**src/rtl/ram_lsu_if.sv**
```systemverilog
// Request/response channel from the memory stage plus the RAM master port of the LSU.
// Latency: none, wiring only.
// Backpressure: req_* and rsp_* are valid/ready pairs; the RAM port is not backpressured.
interface ram_lsu_if;
    logic        req_valid_i;
    logic        req_ready_o;
    logic        req_we_i;
    logic [1:0]  req_size_i;
    logic        req_unsigned_i;
    logic [31:0] req_addr_i;
    logic [31:0] req_wdata_i;
    logic        rsp_valid_o;
    logic        rsp_ready_i;
    logic [31:0] rsp_rdata_o;
    logic        rsp_err_o;
    logic        ram_en_o;
    logic [31:0] ram_addr_o;
    logic [3:0]  ram_we_o;
    logic [31:0] ram_data_o;
    logic [31:0] ram_data_i;

    // master: the LSU itself, which masters the RAM port
    modport master (
        input  req_valid_i, req_we_i, req_size_i, req_unsigned_i, req_addr_i, req_wdata_i,
        input  rsp_ready_i, ram_data_i,
        output req_ready_o, rsp_valid_o, rsp_rdata_o, rsp_err_o,
        output ram_en_o, ram_addr_o, ram_we_o, ram_data_o
    );

    modport slave (
        output req_valid_i, req_we_i, req_size_i, req_unsigned_i, req_addr_i, req_wdata_i,
        output rsp_ready_i, ram_data_i,
        input  req_ready_o, rsp_valid_o, rsp_rdata_o, rsp_err_o,
        input  ram_en_o, ram_addr_o, ram_we_o, ram_data_o
    );
endinterface

```
**src/rtl/ram_lsu.sv**
```systemverilog
// Byte/half/word load-store initiator driving one data-RAM port; rejects misaligned/out-of-range.
// Latency from accept: error 1 cycle, store 2 cycles, load 3 cycles to rsp_valid_o.
// Backpressure: one request in flight; req_ready_o only in IDLE, response held until rsp_ready_i.
module ram_lsu #(
    parameter int unsigned DATA_DEPTH = 8192,
    parameter logic [31:0] BASE_ADDR  = 32'h0000_0000
) (
    input  logic      clk_i,
    input  logic      rst_i,
    ram_lsu_if.master bus
);
    typedef enum logic [1:0] {IDLE, ACCESS, CAPTURE, RESP} state_t;

    localparam logic [32:0] LIMIT = 33'(DATA_DEPTH) << 2;

    state_t      state_q, state_d;
    logic        we_q;
    logic [1:0]  size_q;
    logic        uns_q;
    logic [1:0]  addr_lo_q;
    logic [29:0] widx_q;
    logic [31:0] wdata_q;
    logic [31:0] rdata_q;
    logic        err_q;

    logic [31:0] off_in;
    logic        illegal;
    logic [7:0]  ld_byte;
    logic [15:0] ld_half;
    logic [31:0] ld_val;

    // Range check is done on a 33-bit compare so addresses near 2^32 cannot wrap into range.
    always_comb begin
        off_in  = bus.req_addr_i - BASE_ADDR;
        illegal = (bus.req_size_i == 2'b11)
               || (bus.req_size_i == 2'b01 && bus.req_addr_i[0])
               || (bus.req_size_i == 2'b10 && bus.req_addr_i[1:0] != 2'b00)
               || (bus.req_addr_i < BASE_ADDR)
               || ({1'b0, off_in} >= LIMIT);
    end

    always_comb begin
        ld_byte = 8'h00;
        case (addr_lo_q)
            2'd0:    ld_byte = bus.ram_data_i[7:0];
            2'd1:    ld_byte = bus.ram_data_i[15:8];
            2'd2:    ld_byte = bus.ram_data_i[23:16];
            default: ld_byte = bus.ram_data_i[31:24];
        endcase
        ld_half = addr_lo_q[1] ? bus.ram_data_i[31:16] : bus.ram_data_i[15:0];
        ld_val  = bus.ram_data_i;
        if (size_q == 2'b00)
            ld_val = uns_q ? {24'h0, ld_byte} : {{24{ld_byte[7]}}, ld_byte};
        else if (size_q == 2'b01)
            ld_val = uns_q ? {16'h0, ld_half} : {{16{ld_half[15]}}, ld_half};
    end

    always_ff @(posedge clk_i) begin
        if (rst_i) begin
            state_q   <= IDLE;
            we_q      <= 1'b0;
            size_q    <= 2'b00;
            uns_q     <= 1'b0;
            addr_lo_q <= 2'b00;
            widx_q    <= '0;
            wdata_q   <= '0;
            rdata_q   <= '0;
            err_q     <= 1'b0;
        end else begin
            state_q <= state_d;
            if (state_q == IDLE && bus.req_valid_i) begin
                we_q      <= bus.req_we_i;
                size_q    <= bus.req_size_i;
                uns_q     <= bus.req_unsigned_i;
                addr_lo_q <= bus.req_addr_i[1:0];
                widx_q    <= off_in[31:2];
                wdata_q   <= bus.req_wdata_i;
                rdata_q   <= '0;
                err_q     <= illegal;
            end
            if (state_q == CAPTURE)
                rdata_q <= ld_val;
        end
    end

    always_comb begin
        state_d         = state_q;
        bus.req_ready_o = 1'b0;
        bus.rsp_valid_o = 1'b0;
        bus.ram_en_o    = 1'b0;
        bus.ram_we_o    = 4'b0000;
        bus.ram_addr_o  = '0;
        bus.ram_data_o  = '0;
        case (state_q)
            IDLE: begin
                bus.req_ready_o = 1'b1;
                if (bus.req_valid_i)
                    state_d = illegal ? RESP : ACCESS;
            end
            ACCESS: begin
                bus.ram_en_o   = 1'b1;
                bus.ram_addr_o = {2'b00, widx_q};
                if (we_q) begin
                    case (size_q)
                        2'b00: begin
                            bus.ram_we_o   = 4'b0001 << addr_lo_q;
                            bus.ram_data_o = {4{wdata_q[7:0]}};
                        end
                        2'b01: begin
                            bus.ram_we_o   = 4'b0011 << addr_lo_q;
                            bus.ram_data_o = {2{wdata_q[15:0]}};
                        end
                        default: begin
                            bus.ram_we_o   = 4'b1111;
                            bus.ram_data_o = wdata_q;
                        end
                    endcase
                    state_d = RESP;
                end else begin
                    state_d = CAPTURE;
                end
            end
            CAPTURE: state_d = RESP;
            RESP: begin
                bus.rsp_valid_o = 1'b1;
                if (bus.rsp_ready_i)
                    state_d = IDLE;
            end
            default: state_d = IDLE;
        endcase
        // A reset landing on the ACCESS cycle must not let the RAM commit anything at that edge.
        if (rst_i) begin
            bus.ram_en_o = 1'b0;
            bus.ram_we_o = 4'b0000;
        end
    end

    assign bus.rsp_rdata_o = rdata_q;
    assign bus.rsp_err_o   = err_q;
endmodule

```
**src/flat_wrapper.sv**
```systemverilog
// flat-port wrapper written by rule: the top's interface ports become plain ports
module ram_lsu_flat 
#(
    parameter int unsigned DATA_DEPTH = 8192,
    parameter logic [31:0] BASE_ADDR  = 32'h0000_0000
)
  (clk_i, rst_i, bus_req_valid_i, bus_req_we_i, bus_req_size_i, bus_req_unsigned_i, bus_req_addr_i, bus_req_wdata_i, bus_rsp_ready_i, bus_ram_data_i, bus_req_ready_o, bus_rsp_valid_o, bus_rsp_rdata_o, bus_rsp_err_o, bus_ram_en_o, bus_ram_addr_o, bus_ram_we_o, bus_ram_data_o);
  ram_lsu_if bus_i ();
  input  logic clk_i;
  input  logic rst_i;
  input wire logic [$bits(bus_i.req_valid_i)-1:0] bus_req_valid_i;
  input wire logic [$bits(bus_i.req_we_i)-1:0] bus_req_we_i;
  input wire logic [$bits(bus_i.req_size_i)-1:0] bus_req_size_i;
  input wire logic [$bits(bus_i.req_unsigned_i)-1:0] bus_req_unsigned_i;
  input wire logic [$bits(bus_i.req_addr_i)-1:0] bus_req_addr_i;
  input wire logic [$bits(bus_i.req_wdata_i)-1:0] bus_req_wdata_i;
  input wire logic [$bits(bus_i.rsp_ready_i)-1:0] bus_rsp_ready_i;
  input wire logic [$bits(bus_i.ram_data_i)-1:0] bus_ram_data_i;
  output wire logic [$bits(bus_i.req_ready_o)-1:0] bus_req_ready_o;
  output wire logic [$bits(bus_i.rsp_valid_o)-1:0] bus_rsp_valid_o;
  output wire logic [$bits(bus_i.rsp_rdata_o)-1:0] bus_rsp_rdata_o;
  output wire logic [$bits(bus_i.rsp_err_o)-1:0] bus_rsp_err_o;
  output wire logic [$bits(bus_i.ram_en_o)-1:0] bus_ram_en_o;
  output wire logic [$bits(bus_i.ram_addr_o)-1:0] bus_ram_addr_o;
  output wire logic [$bits(bus_i.ram_we_o)-1:0] bus_ram_we_o;
  output wire logic [$bits(bus_i.ram_data_o)-1:0] bus_ram_data_o;
  assign bus_i.req_valid_i = bus_req_valid_i;
  assign bus_i.req_we_i = bus_req_we_i;
  assign bus_i.req_size_i = bus_req_size_i;
  assign bus_i.req_unsigned_i = bus_req_unsigned_i;
  assign bus_i.req_addr_i = bus_req_addr_i;
  assign bus_i.req_wdata_i = bus_req_wdata_i;
  assign bus_i.rsp_ready_i = bus_rsp_ready_i;
  assign bus_i.ram_data_i = bus_ram_data_i;
  assign bus_req_ready_o = bus_i.req_ready_o;
  assign bus_rsp_valid_o = bus_i.rsp_valid_o;
  assign bus_rsp_rdata_o = bus_i.rsp_rdata_o;
  assign bus_rsp_err_o = bus_i.rsp_err_o;
  assign bus_ram_en_o = bus_i.ram_en_o;
  assign bus_ram_addr_o = bus_i.ram_addr_o;
  assign bus_ram_we_o = bus_i.ram_we_o;
  assign bus_ram_data_o = bus_i.ram_data_o;
  ram_lsu #(.DATA_DEPTH(DATA_DEPTH), .BASE_ADDR(BASE_ADDR)) u_core (.clk_i(clk_i), .rst_i(rst_i), .bus(bus_i));
endmodule
```
**config.mk**
```make
export PLATFORM = sky130hd
export DESIGN_NAME = ram_lsu_flat
export DESIGN_NICKNAME = d
export VERILOG_FILES = /design/src/rtl/ram_lsu_if.sv /design/src/rtl/ram_lsu.sv /design/src/flat_wrapper.sv
export SDC_FILE = /design/constraint.sdc
export NUM_CORES = 1
export LEC_CHECK = 0
export CAP_MARGIN = 20
export CORE_MARGIN = 2
export CORE_UTILIZATION = 40
export CTS_BUF_LIST = sky130_fd_sc_hd__clkbuf_8
export CTS_CLUSTER_DIAMETER = 100
export CTS_CLUSTER_SIZE = 16
export DETAILED_ROUTE_END_ITERATION = 16
export GPL_TIMING_DRIVEN = 0
export PLACE_DENSITY = 0.74
export SLEW_MARGIN = 20
export SYNTH_ARGS = -nofsm -noshare
export SYNTH_HDL_FRONTEND = slang
export SYNTH_SLANG_ARGS = --single-unit
```
**constraint.sdc**
```tcl
create_clock -name clk_i -period 1.57 [get_ports clk_i]
set_input_delay 0.157 -clock clk_i [delete_from_list [all_inputs] [get_ports clk_i]]
set_output_delay 0.157 -clock clk_i [all_outputs]
set_load 0.01 [all_outputs]
```
### After elaboration in Yosys (flattened, before gate mapping)

Cells that the tools add are included.

| word-level totals | value |
|---|---|
| flip-flop bits (word level) | 103 |
| input bits | 104 |
| output and inout port bits | 104 |

| operators by class | value |
|---|---|
| $lt $le $gt $ge | 2 |
| equality and inequality tests | 11 |
| shifts and indexed selects | 2 |
| multiplexer cells | 25 |
| reduce and logical (&&, ||, !) cells | 13 |

Operators with widths:

| kind | count |
|---|---|
| $mux W32 | 8 |
| $pmux W32 S2 | 1 |
| $ge A32 B16 Y1 const B | 1 |
| $lt A32 B1 Y1 const B | 1 |
| $mux W30 | 1 |
| $pmux W8 S3 | 1 |
| $mux W16 | 1 |
| $mux W4 | 3 |
| $eq A2 B2 Y1 const B | 5 |
| $eq A2 B1 Y1 const B | 4 |
| $pmux W2 S4 | 1 |
| $pmux W4 S2 | 1 |
| $logic_not A2 Y1 | 3 |
| $mux W2 | 3 |
| $mux W1 | 5 |
| $logic_or A1 B1 Y1 | 4 |
| $ne A2 B2 Y1 const B | 2 |
| $reduce_bool A2 Y1 | 2 |
| $shl A1 B2 Y4 const A | 1 |
| $shl A2 B2 Y4 const A | 1 |
| $logic_and A1 B1 Y1 | 3 |
| $reduce_and A2 Y1 | 1 |

### Depth between registers and ports, before layout

| depth | value |
|---|---|
| depth in word-level cells | 9 |
| gate-level depth with buffers | 8 |
| gate-level depth less buffers | 6 |

### Least setup slack after synthesis

No wires, ideal clock.

| timing | value |
|---|---|
| path kind | flip-flop to flip-flop |
| start | register u_core.state_q[0] |
| end | register u_core.rdata_q[10], in the netlist u_core.bus.rsp_rdata_o[10] |
| arrival | 1686 ps |
| slack | -176 ps |
| stages on the path, launching flop included | 8 |
| cells stage by stage | dfxtp_1 > inv_1 > ha_1 > and2_1 > clkbuf_1 > nor3_2 > clkbuf_1 > a22o_1 |

| on the way | value |
|---|---|
| longest elaborated chain between the ends | 3 |

Ends and longest elaborated chain:

| what | RTL line | RTL |
|---|---|---|
| start: declaration | ram_lsu.sv:16 | `state_t state_q, state_d;` |
| start signal: assignment | ram_lsu.sv:70 | `state_q <= state_d;` |
| $logic_not A2 Y1 | ram_lsu.sv:71 | `if (state_q == IDLE && bus.req_valid_i) begin` |
| $logic_and A1 B1 Y1 | ram_lsu.sv:71 |  |
| $reduce_bool A2 Y1 (no source line) | n/a |  |
| end signal: assignment | ram_lsu.sv:82 | `rdata_q <= ld_val;` |
| end: declaration | ram_lsu.sv:23 | `logic [31:0] rdata_q;` |

Parallel ways exist; a longest one is shown, timed or not.
A chain may end at the register's enable or synchronous reset.

### Final worst setup path

| timing | value |
|---|---|
| start | register u_core.size_q[0] |
| end | output bus_ram_data_o[8] |

| on the way | value |
|---|---|
| longest elaborated chain between the ends | 4 |

Ends and longest elaborated chain:

| what | RTL line | RTL |
|---|---|---|
| start: declaration | ram_lsu.sv:18 | `logic [1:0] size_q;` |
| start signal: assignment | ram_lsu.sv:73 | `size_q <= bus.req_size_i;` |
| $eq A2 B1 Y1 or $logic_not A2 Y1 (tied branches) | ram_lsu.sv:104 | `case (size_q)` |
| $pmux W32 S2 * | ram_lsu.sv:104 |  |
| $mux W32 * | ram_lsu.sv:103 | `if (we_q) begin` |
| $mux W32 * | ram_lsu.sv:94 | `case (state_q)` |
| end: declaration | flat_wrapper.sv:26 | `output wire logic [$bits(bus_i.ram_data_o)-1:0] bus_ram_data_o;` |

Every way passes the cells marked *; elsewhere a longest branch is shown, timed or not.

==> summary.md <==
| Metric | Value |
|---|---|
| Outcome | complete, but fails checks |
| Failing checks | setup timing |
| Routed WL | 22.1 mm |
| Int Power | 7300 uW |
| Clk pwr share | 0.153 |
| RSZ-0062 raised after global routing | true |
| Global-route wire length before repair | 29.4 mm |
| Root buffer cell | clkbuf_8 |
| # port buffers | 205 |
| FF+latch count, synth | 103 |
| Placed insts | 1,050 |
| Post-synth EDFFs | 0 |
| Power Density | 1260 mW/mm^2 |
| DRC viols | 0 |
| Clk_skew | 17.2 ps |
| YS warnings | 0 |
| Row count | 41 |
| Primary FF master, synth | dfxtp_1 |
| DR iter-0 viols | 775 |
| GR Util met3 | 0.0711 |
| Fin crit share | 1.21 |
| Cell taking the most area after synthesis | dfxtp_1 |
| Signal arrival time at the worst endpoint | 1750 ps |
| Final hold viol count | 0 |
| Worst-Margin Slew | 613 ps |
| Synth async-reset ratio | 0 |
| CP required | 1410 ps |
| Die height | 116 um |
| Core region area | 0.0125 mm^2 |
| Setup ws final | -334 ps |
| Vias/cell | 5.59 |
| Final-stage net count | 1,065 |
| Slew headroom | 0.591 |
| Crit path cell chain | buf_8 -> buf_6 -> nor2_4 -> buf_4 -> nand2_1 -> a21oi_1 -> buf_2 |
| Vias | 6,341 |
| GRT Max-Usage Layer | met2 |
| Flop pwr share | 0.317 |
| P_leak | 0.00374 uW |
| Fin area | 0.00940 mm^2 |
| Slowest cell on the critical path | dfxtp_4 |
| CP max stage delay | 360 ps |
| Pin count of the biggest net entering global routing | 18 |
| Initial antenna violation count | 0 |
| Syn_area_per_cell | 7.50 um^2 |
| Design Power | 11,800 uW |
| Syn Std Cell Area | 0.00504 mm^2 |
| Routability cong. | 0.858 |
| Main area contributors after synthesis | dfxtp_1 41%, nand2_1 14%, a21oi_1 11% |
| Io pins | 208 |
| Die Width | 116 um |
| Vias in the first global route | 5,693 |
| Synth unique cells | 41 |
| Share of the synthesized area in the top cell type | 0.409 |
| Max cap viols | 0 |
| Most frequent cells after synthesis | 183 x nand2_1, 114 x a21oi_1, 103 x dfxtp_1 |
| # diodes | 0 |
| Layout Area Growth over Synthesis | 86.5% |
| Fraction of layout cells with a size suffix above 1 | 0.393 |
| Final setup fails | 127 |
| Top-count cell post-synth | nand2_1 |
| Setup TNS | -18,780 ps |
| Number of iterations in the first detailed-routing pass | 6 |
| Clock slew at reported path FFs | 110 ps |
| M2 GR Usage | 0.472 |
| Comb pwr share | 0.530 |
| Post-Syn Instances | 672 |
| Total GRT Usage | 0.279 |
| Peak Freq | 525 MHz |
| Met1 usage | 0.349 |
| Tightest Hold Check Type | primary input to flop |
| Max Root-Sink Buffers | 2 |
| Psw | 4540 uW |
| Fin. max-slew vios | 0 |
| H-tree levels | 3 |
| Clk sinks | 103 |
| WL/cell | 19.5 um |
| TritonCTS clock tree | built |
| Hold-fix buffers at CTS | 0 |
| Detailed placer's ending HPWL | 13.0 mm |
| Later-pin clock latency in the skew report | 390 ps |
| Sw frac | 0.384 |
| Shortest period the worst path allows | 1900 ps |
| Number of routed nets with antenna violations | 0 |
| Critical Path Source Type | flop |
| CP endpoint kind | output port |
| GRT overflow | 0 |
| Starting Density | 0.404 |
| Die footprint | 0.0135 mm^2 |
| Critical path type | flop to output port |
| Sequential share of the synthesized area | 0.409 |
| CTS buffer count | 9 |
| Worst IR Drop VDD | 0.000679 V |
| Worst-path fanout max | 4 |
| Finished Layout Cells | 1,134 |
| DP Area | 0.00733 mm^2 |
## registers in the layout (all words and copies together) (netlist names)
name                    flops
u_core.we_q                 1
u_core.bus.rsp_err_o        1
u_core.uns_q                1
u_core.addr_lo_q            2
u_core.widx_q              30
u_core.wdata_q             32
u_core.bus.rsp_rdata_o     32
u_core.size_q               2
u_core.state_q              2
## layer usage
metal,part of all wire,vias to the layer above
met4,0.030,0
met5,0,-
met3,0.11,71
met2,0.49,421
met1,0.38,3003
li1,-,2846
## critical path, delay by kind of cell, from the launching register on
| family | cells | cell delay (ps) |
|---|---|---|
| AO/OA/AOI/OAI | 1 | 180 |
| AND/OR/NAND/NOR | 2 | 250 |
| flip-flops | 1 | 360 |
| buffers and inverters | 4 | 580 |
## final cells by class
type	instances	area (um^2)
tap	172	215
inverter	12	50.0
timing repair buffer	278	2820
clock buffer	10	138
clock inverter	6	67.6
sequential	103	2080
buffer	52	573
multi-input combinational	501	3460
fill	817	3070
## power by group through the flow
stage | clock (uW) | sequential, uW | combinational [uW]
detailed placement | 0 | 3610 | 3730
CTS | 1790 | 3610 | 4790
finish | 1810 | 3750 | 6280
floorplan | 0 | 3640 | 2050
global route | 1910 | 3790 | 6620
global placement | 0 | 3590 | 3690
## worst paths after layout
kind / startpoint / to / slack, ps / depth (start not counted)
setup / recovery: u_core.size_q[0] / bus_ram_data_o[8] / -330 / 7
hold / removal: bus_req_addr_i[13] / u_core.widx_q[11] / 300 / 3
setup reg to reg: u_core.state_q[1] / u_core.wdata_q[23] / -200 / 10
hold reg to reg: u_core.widx_q[7] / u_core.widx_q[7] / 460 / 2
## repair_timing
item                       in CTS  in global routing
gates resized for setup       444                281
pin swaps                      35                 70
setup buffers                  35                 24
setup endpoints to repair     170                160
gates cloned                    9                  6
## stage by stage
stage,setup WS [ps],hold WS (ps),util
CTS,-231,312,0.666
floorplan,-18.1,293,-
finish,-334,304,0.754
detailed placement,-684,439,0.588
global route,-382,318,0.754
global placement,-698,432,0.588
## layout by cell type, fill, tap and decap left out, types with 3 or more instances in the layout
cell type	synthesis	layout
nand2_4	0	13
dfxtp_4	0	3
a221o_1	7	7
o22ai_1	17	17
a21oi_1	114	89
buf_12	0	5
clkbuf_8	0	12
nand2_1	183	127
and2_4	0	29
o21ai_0	20	3
ha_4	0	3
clkbuf_2	0	6
a21oi_2	1	22
nand2_2	0	42
nor2_2	0	8
nor4_1	3	3
o21ai_2	0	4
buf_6	1	76
inv_1	12	11
nor2b_1	10	9
a22o_1	8	8
clkbuf_4	0	3
mux2i_1	18	6
clkbuf_1	33	8
mux2i_4	0	10
buf_8	0	20
o21ai_1	7	20
buf_2	17	19
buf_4	2	45
a21oi_4	0	4
nor2_4	0	10
dfxtp_1	103	98
clkbuf_16	0	8
mux4_2	7	7
clkdlybuf4s50_1	0	136
and3_4	0	7
nor2_1	41	23
## cells by family after synthesis
kind of cell    count (synthesis)  synth area share
compound gates                182             0.206
fa+ha+maj                       4           0.00993
buf+inv                        69            0.0586
flops                         103             0.409
mux                            25            0.0670
other cells                     1          0.000744
simple gates                  288             0.249
No activity file was read; power rests on OpenSTA's default activity.
